$ cat src/rtl/vga_timing_gen.sv
// VGA raster timing: pixel-rate divider, h/v counters, sync/blank generation and
// a one-tick registered colour stage aligned with the registered sync outputs.
module vga_timing_gen #(
  parameter int unsigned CLK_DIV   = 2,
  parameter int unsigned H_VISIBLE = 640,
  parameter int unsigned H_FRONT   = 16,
  parameter int unsigned H_SYNC    = 96,
  parameter int unsigned H_BACK    = 48,
  parameter int unsigned V_VISIBLE = 480,
  parameter int unsigned V_FRONT   = 10,
  parameter int unsigned V_SYNC    = 2,
  parameter int unsigned V_BACK    = 33
) (
  input  logic       clk,
  input  logic       reset,
  input  logic [7:0] R_in,
  input  logic [7:0] G_in,
  input  logic [7:0] B_in,
  output logic [9:0] h_counter,
  output logic [9:0] v_counter,
  output logic       pix_ce,
  output logic       frame_start,
  output logic [7:0] VGA_R,
  output logic [7:0] VGA_G,
  output logic [7:0] VGA_B,
  output logic       VGA_HS,
  output logic       VGA_VS,
  output logic       VGA_BLANK_N,
  output logic       VGA_SYNC_N,
  output logic       VGA_CLK
);

  localparam int unsigned H_TOTAL = H_VISIBLE + H_FRONT + H_SYNC + H_BACK;
  localparam int unsigned V_TOTAL = V_VISIBLE + V_FRONT + V_SYNC + V_BACK;
  localparam int unsigned DIV_W   = (CLK_DIV > 2) ? $clog2(CLK_DIV) : 1;

  localparam logic [DIV_W-1:0] DIV_LAST = DIV_W'(CLK_DIV - 1);
  localparam logic [DIV_W-1:0] DIV_HALF = DIV_W'(CLK_DIV / 2);

  localparam logic [9:0] H_LAST       = 10'(H_TOTAL - 1);
  localparam logic [9:0] V_LAST       = 10'(V_TOTAL - 1);
  localparam logic [9:0] H_VIS        = 10'(H_VISIBLE);
  localparam logic [9:0] V_VIS        = 10'(V_VISIBLE);
  localparam logic [9:0] H_SYNC_START = 10'(H_VISIBLE + H_FRONT);
  localparam logic [9:0] H_SYNC_END   = 10'(H_VISIBLE + H_FRONT + H_SYNC);
  localparam logic [9:0] V_SYNC_START = 10'(V_VISIBLE + V_FRONT);
  localparam logic [9:0] V_SYNC_END   = 10'(V_VISIBLE + V_FRONT + V_SYNC);

  logic [DIV_W-1:0] div_cnt;
  logic [DIV_W-1:0] div_next;
  logic             visible;
  logic             h_sync_active;
  logic             v_sync_active;

  always_comb begin
    div_next = div_cnt + DIV_W'(1);
    if (div_cnt == DIV_LAST) begin
      div_next = '0;
    end
  end

  // Decode of the current (held) raster position; feeds the output stage on pix_ce.
  assign pix_ce        = (div_cnt == DIV_LAST);
  assign frame_start   = pix_ce && (h_counter == 10'd0) && (v_counter == 10'd0);
  assign visible       = (h_counter < H_VIS) && (v_counter < V_VIS);
  assign h_sync_active = (h_counter >= H_SYNC_START) && (h_counter < H_SYNC_END);
  assign v_sync_active = (v_counter >= V_SYNC_START) && (v_counter < V_SYNC_END);
  assign VGA_SYNC_N    = 1'b0;

  always_ff @(posedge clk) begin
    if (!reset) begin
      div_cnt     <= '0;
      h_counter   <= 10'd0;
      v_counter   <= 10'd0;
      VGA_R       <= 8'h00;
      VGA_G       <= 8'h00;
      VGA_B       <= 8'h00;
      VGA_HS      <= 1'b1;
      VGA_VS      <= 1'b1;
      VGA_BLANK_N <= 1'b0;
      VGA_CLK     <= 1'b0;
    end else begin
      div_cnt <= div_next;
      VGA_CLK <= (div_next >= DIV_HALF);
      if (pix_ce) begin
        if (h_counter == H_LAST) begin
          h_counter <= 10'd0;
          v_counter <= (v_counter == V_LAST) ? 10'd0 : v_counter + 10'd1;
        end else begin
          h_counter <= h_counter + 10'd1;
        end
        VGA_R       <= visible ? R_in : 8'h00;
        VGA_G       <= visible ? G_in : 8'h00;
        VGA_B       <= visible ? B_in : 8'h00;
        VGA_BLANK_N <= visible;
        VGA_HS      <= !h_sync_active;
        VGA_VS      <= !v_sync_active;
      end
    end
  end

endmodule

$ cat config.mk
export PLATFORM = sky130hd
export DESIGN_NAME = vga_timing_gen
export DESIGN_NICKNAME = d
export VERILOG_FILES = /design/src/rtl/vga_timing_gen.sv
export SDC_FILE = /design/constraint.sdc
export NUM_CORES = 1
export LEC_CHECK = 0
export BUFFER_PORTS_ARGS = -buffer_cell sky130_fd_sc_hd__buf_2
export CORE_UTILIZATION = 48
export DETAILED_ROUTE_END_ITERATION = 8
export HOLD_SLACK_MARGIN = 0.02
export PLACE_DENSITY_LB_ADDON = 0.12
export SYNTH_ARGS = -nofsm -noshare
export SYNTH_HDL_FRONTEND = slang
export SYNTH_SLANG_ARGS = --single-unit
export TNS_END_PERCENT = 100
$ cat constraint.sdc
create_clock -name clk -period 1.7 [get_ports clk]
set_input_delay 0.085 -clock clk [delete_from_list [all_inputs] [get_ports clk]]
set_output_delay 0.085 -clock clk [all_outputs]
set_load 0.05 [all_outputs]
== Yosys cells after proc, flatten, opt, wreduce, memory -nomap -nowiden ==
Index checks and enable logic that the tools add are counted.

* Register bits after elaboration: 49
* Latch bits: 0
* Bits in writable memories: 0
* Memory bits (read-only): 0
* Input port bits: 26
* Output and inout bits: 51
* Word-level logic and storage cells: 38
* Memories: 0

* $add $sub $neg: 3
* Multipliers: 0
* Div/mod/pow operators: 0
* Magnitude comparators: 7
* Eq/ne operators: 2
* Shift-type cells: 0
* Muxes and demuxes: 6
* Bitwise operators: 0
* Reductions and logical operators: 10

{| class="wikitable"
|+ Operators with widths
! kind !! count
|-
| $mux W8 || 3
|-
| $add A10 B1 Y10 const B || 2
|-
| $eq A10 B10 Y1 const B || 2
|-
| $logic_not A10 Y1 || 2
|-
| $lt A10 B10 Y1 const B || 2
|-
| $lt A10 B9 Y1 const B || 2
|-
| $mux W10 || 2
|-
| $ge A10 B10 Y1 const B || 1
|-
| $ge A10 B9 Y1 const B || 1
|-
| $logic_and A1 B1 Y1 || 5
|-
| $logic_not A1 Y1 || 2
|-
| $reduce_and A2 Y1 || 1
|-
| $add A1 B1 Y1 const B || 1
|-
| $ge A1 B1 Y1 const B || 1
|-
| $mux W1 || 1
|}

== Longest topological paths before layout ==
* Word-level depth: 3
* Mapped depth: 6
* Mapped depth without buffers: 6

== Least setup slack after synthesis ==
OpenSTA, ideal clock, no wires.

* Path type: reg-to-output
* Start: register h_counter[3]
* End: output frame_start
* Data arrival time: 2.299 ns
* Required time: 1.615 ns
* Slack: -0.684 ns
* Stages on the path, launching flop included: 3
* Path buffers: 0
* Cell sequence: dfxtp_1 or4_2 nor3_1

* Word-level cells in the longest chain between the ends: 3

{| class="wikitable"
|+ RTL lines
! element !! RTL line !! RTL
|-
| start: declaration || 19 || <nowiki>output logic [9:0] h_counter,</nowiki>
|-
| start signal: assignment || 90 || <nowiki>h_counter <= h_counter + 10'd1;</nowiki>
|-
| $logic_not A10 Y1 || 64 || <nowiki>assign frame_start = pix_ce && (h_counter == 10'd0) && (v_counter == 10'd0);</nowiki>
|-
| $logic_and A1 B1 Y1 (2 in a row) || 64 ||
|-
| end: declaration || 22 || <nowiki>output logic frame_start,</nowiki>
|}

No other way between the ends.

== Final worst setup path ==
* Start: register h_counter[0]
* End: output frame_start

Same word-level chain as after synthesis.

==> metrics.cfg <==
[run_status]
outcome = completed

[power]
switching_share_pct = 29.4
p_sw_mw = 0.663
leakage_nw = 1.39
comb_power_share_pct = 18.3
intPower_mw = 1.59
p_seq_share_pct = 52.7
power_mw = 2.25
irDropWorstVdd_uv = 583
power_frac_clock_pct = 29.0
power.density_nw_per_um2 = 768

[yosys]
postSynthAreaPerCell_um2 = 10.1
synth-edff-count = 0
netlist-cell-type-count = 47
ys_seq_elements = 48
syn_area_um2 = 2040
synth.top_cell.area_share_pct = 47.1
yosysSeqAreaShare_pct = 47.1
async_reset_ff_share_pct = 0
synth.largest_area_cell = dfxtp_1
synthFlopType = dfxtp_1
ys_warn_count = 0
syn-num-nets = 232
yosys-top-cells-area = dfxtp_1 47%, a22o_1 10%, xnor2_1 3.9%
synthCells = 202

[placed_design]
dpl_worst_slack_ps = 37.1
port_buffers = 75
placed_cells = 327
place_hpwl_um = 3380
place_area_um2 = 2540
globalplace.congestion = 0.879

[cells_and_area]
diodes = 0
multi_input_area_um2 = 1050
drive_gt1_share_pct = 43.5
nets = 338
nFillCells = 318
syn_to_final_growth_pct = 44.0
seq_area_um2 = 995
design_area_um2 = 2940
stdcell_count = 358

[route]
wl_per_cell_um = 14.2
vias = 1852
drtAntennaViolNets = 0
dr.first_iter.drc_count = 118
routed_wl_um = 5080
firstDrtPassIters = 4
remaining_drc_errors = 0
vias_per_cell = 5.17

[global_route]
grt_pass1_vias = 1710
grt_antenna_before_repair = 0
grt_pass1_wl_um = 7780
grt_start_max_net_pins = 28
gr-usage-all-layers_pct = 23.1
overflow = 0

[flow_run]
cap_viol_max_count = 0

[worst_hold_path]
worstHoldStart = reset
min_path_type = in2reg

[cts]
ctsLongestPathBuffers = 2
root_buffer = clkbuf_8
htreeDepth = 2
worstSkewPairLatency_ps = 300
clk_pin_slew_ps = 80
cts_buffers = 5
clkSinkCount = 48
tritoncts = done

[die]
io_pins = 77
dieArea_um2 = 4510
die_h_um = 67.2
start_util_pct = 50.6
dieWidth_um = 67.2
fp.coreArea_um2 = 4030
rows = 23

[timing]
rsz0062_at_grt = yes
layout_setup_ws_ps = 29.3
hold_ws_ps = 83.3
slew_violations = 0
min_period_over_period_pct = 98.3
skew_ps = 3.12
max_freq_ghz = 0.599
setup_viol_count_final = 0
hold_viol_final = 0
min_period_ps = 1670

[critical_path]
crit_path_start = h_counter[0]
r2r_start = h_counter[0]
worstPathRequired_ps = 1620
crit_type = reg2out
start_kind = flip-flop
worstPathMaxFanout = 5
critical_path.endpoint_type = output port
crit_arrival_ps = 1590

-- sequential cells by signal, summed over array words and instances (netlist names) --
signal / flops
VGA_B: 8
VGA_BLANK_N: 1
VGA_CLK: 1
VGA_G: 8
VGA_HS: 1
VGA_R: 8
VGA_VS: 1
h_counter: 10
v_counter: 10
-- final cells by class --
type / count / share of cell area (%)
Clock buffer: 5 / 2.34
Clock inverter: 2 / 0.384
Inverter: 8 / 1.02
Multi-Input combinational cell: 133 / 35.7
Sequential cell: 48 / 33.9
Tap cell: 50 / 2.13
Timing Repair Buffer: 112 / 24.5
-- logic make-up (layout without fill, tap and decap cells) --
kind of cell             after synthesis  in the layout  synth area share (%)
XOR/XNOR                              13             13                  5.59
flip-flops                            48             48                  47.1
adder cells (fa/ha/maj)                4              4                  2.46
other                                  1              1                 0.184
AND/OR/NAND/NOR                       75             75                  23.0
multiplexers                           3              3                  1.47
buffers and inverters                 21            127                  4.97
AO/OA/AOI/OAI                         37             37                  15.2
-- per-layer routing --
layer  GRT usage, %  up-vias  share of wire [%]
met2           37.9       64                 47
met5              0        -                  0
met4           9.57        0                1.4
met3           5.74        9                5.8
li1               -      932                  -
met1           28.9      847                 45
-- stage by stage --
| step | utilization, % | setup TNS (ps) |
|---|---|---|
| after floorplan | - | -30.5 |
| after global placement | 63.0 | 0 |
| after detailed placement | 63.0 | 0 |
| after CTS | 71.7 | 0 |
| after global routing | 72.9 | -75.6 |
| final | 72.9 | 0 |
-- cell usage in the layout, fill, tap and decap left out, types with 5 or more instances in the layout --
cell and count:
buf_4 13, nand2_1 12, a22o_1 24, dfxtp_4 5, dlygate4sd3_1 24, dfxtp_2 12, xnor2_1 9, nand4_1 6
buf_2 74, nand3_1 8, inv_1 6, clkbuf_8 5, nor2_1 15, dfxtp_1 31
-- what timing repair did --
| item | 4_1_cts | 5_1_grt |
|---|---|---|
| endpoints found under the hold margin | 24 | 0 |
| setup buffers | 0 | 0 |
| hold buffers | 24 | 0 |
| pin swaps | 2 | 5 |
| setup endpoints to repair | 1 | 12 |
| gates resized for setup | 8 | 13 |
-- Yosys cell counts, drive strengths merged, types with 5 or more instances --
cell type and number:
clkbuf 5, a22o 24, buf 8, nor2 17
nand3 8, dfxtp 48, o21ai 6, nand4 6
nand2 13, xnor2 9, inv 8
-- power by group through the flow --
stage / Sequential, mW / Combinational [mW] / Clock [mW]
after floorplan: 1.36 / 0.116 / 0
after global placement: 1.22 / 0.352 / 0
after detailed placement: 1.22 / 0.354 / 0
after CTS: 1.19 / 0.402 / 0.674
after global routing: 1.20 / 0.437 / 0.708
final: 1.19 / 0.412 / 0.653
-- path summary, 6_finish.rpt --
check / to / slack [ps] / cells past startpoint
max: frame_start / 30 / 6
min: v_counter[9] / 80 / 3
max reg2reg: v_counter[4] / 90 / 5
min reg2reg: VGA_HS / 450 / 2
-- worst max-delay path, stage by stage (launching register included) --
cell and delay, ps:
dfxtp_4 370, inv_2 70, ha_4 120, nor4b_4 170, nand4_1 170, nor3_4 220, buf_6 180
Note: power is estimated with default switching activity, not from simulation.
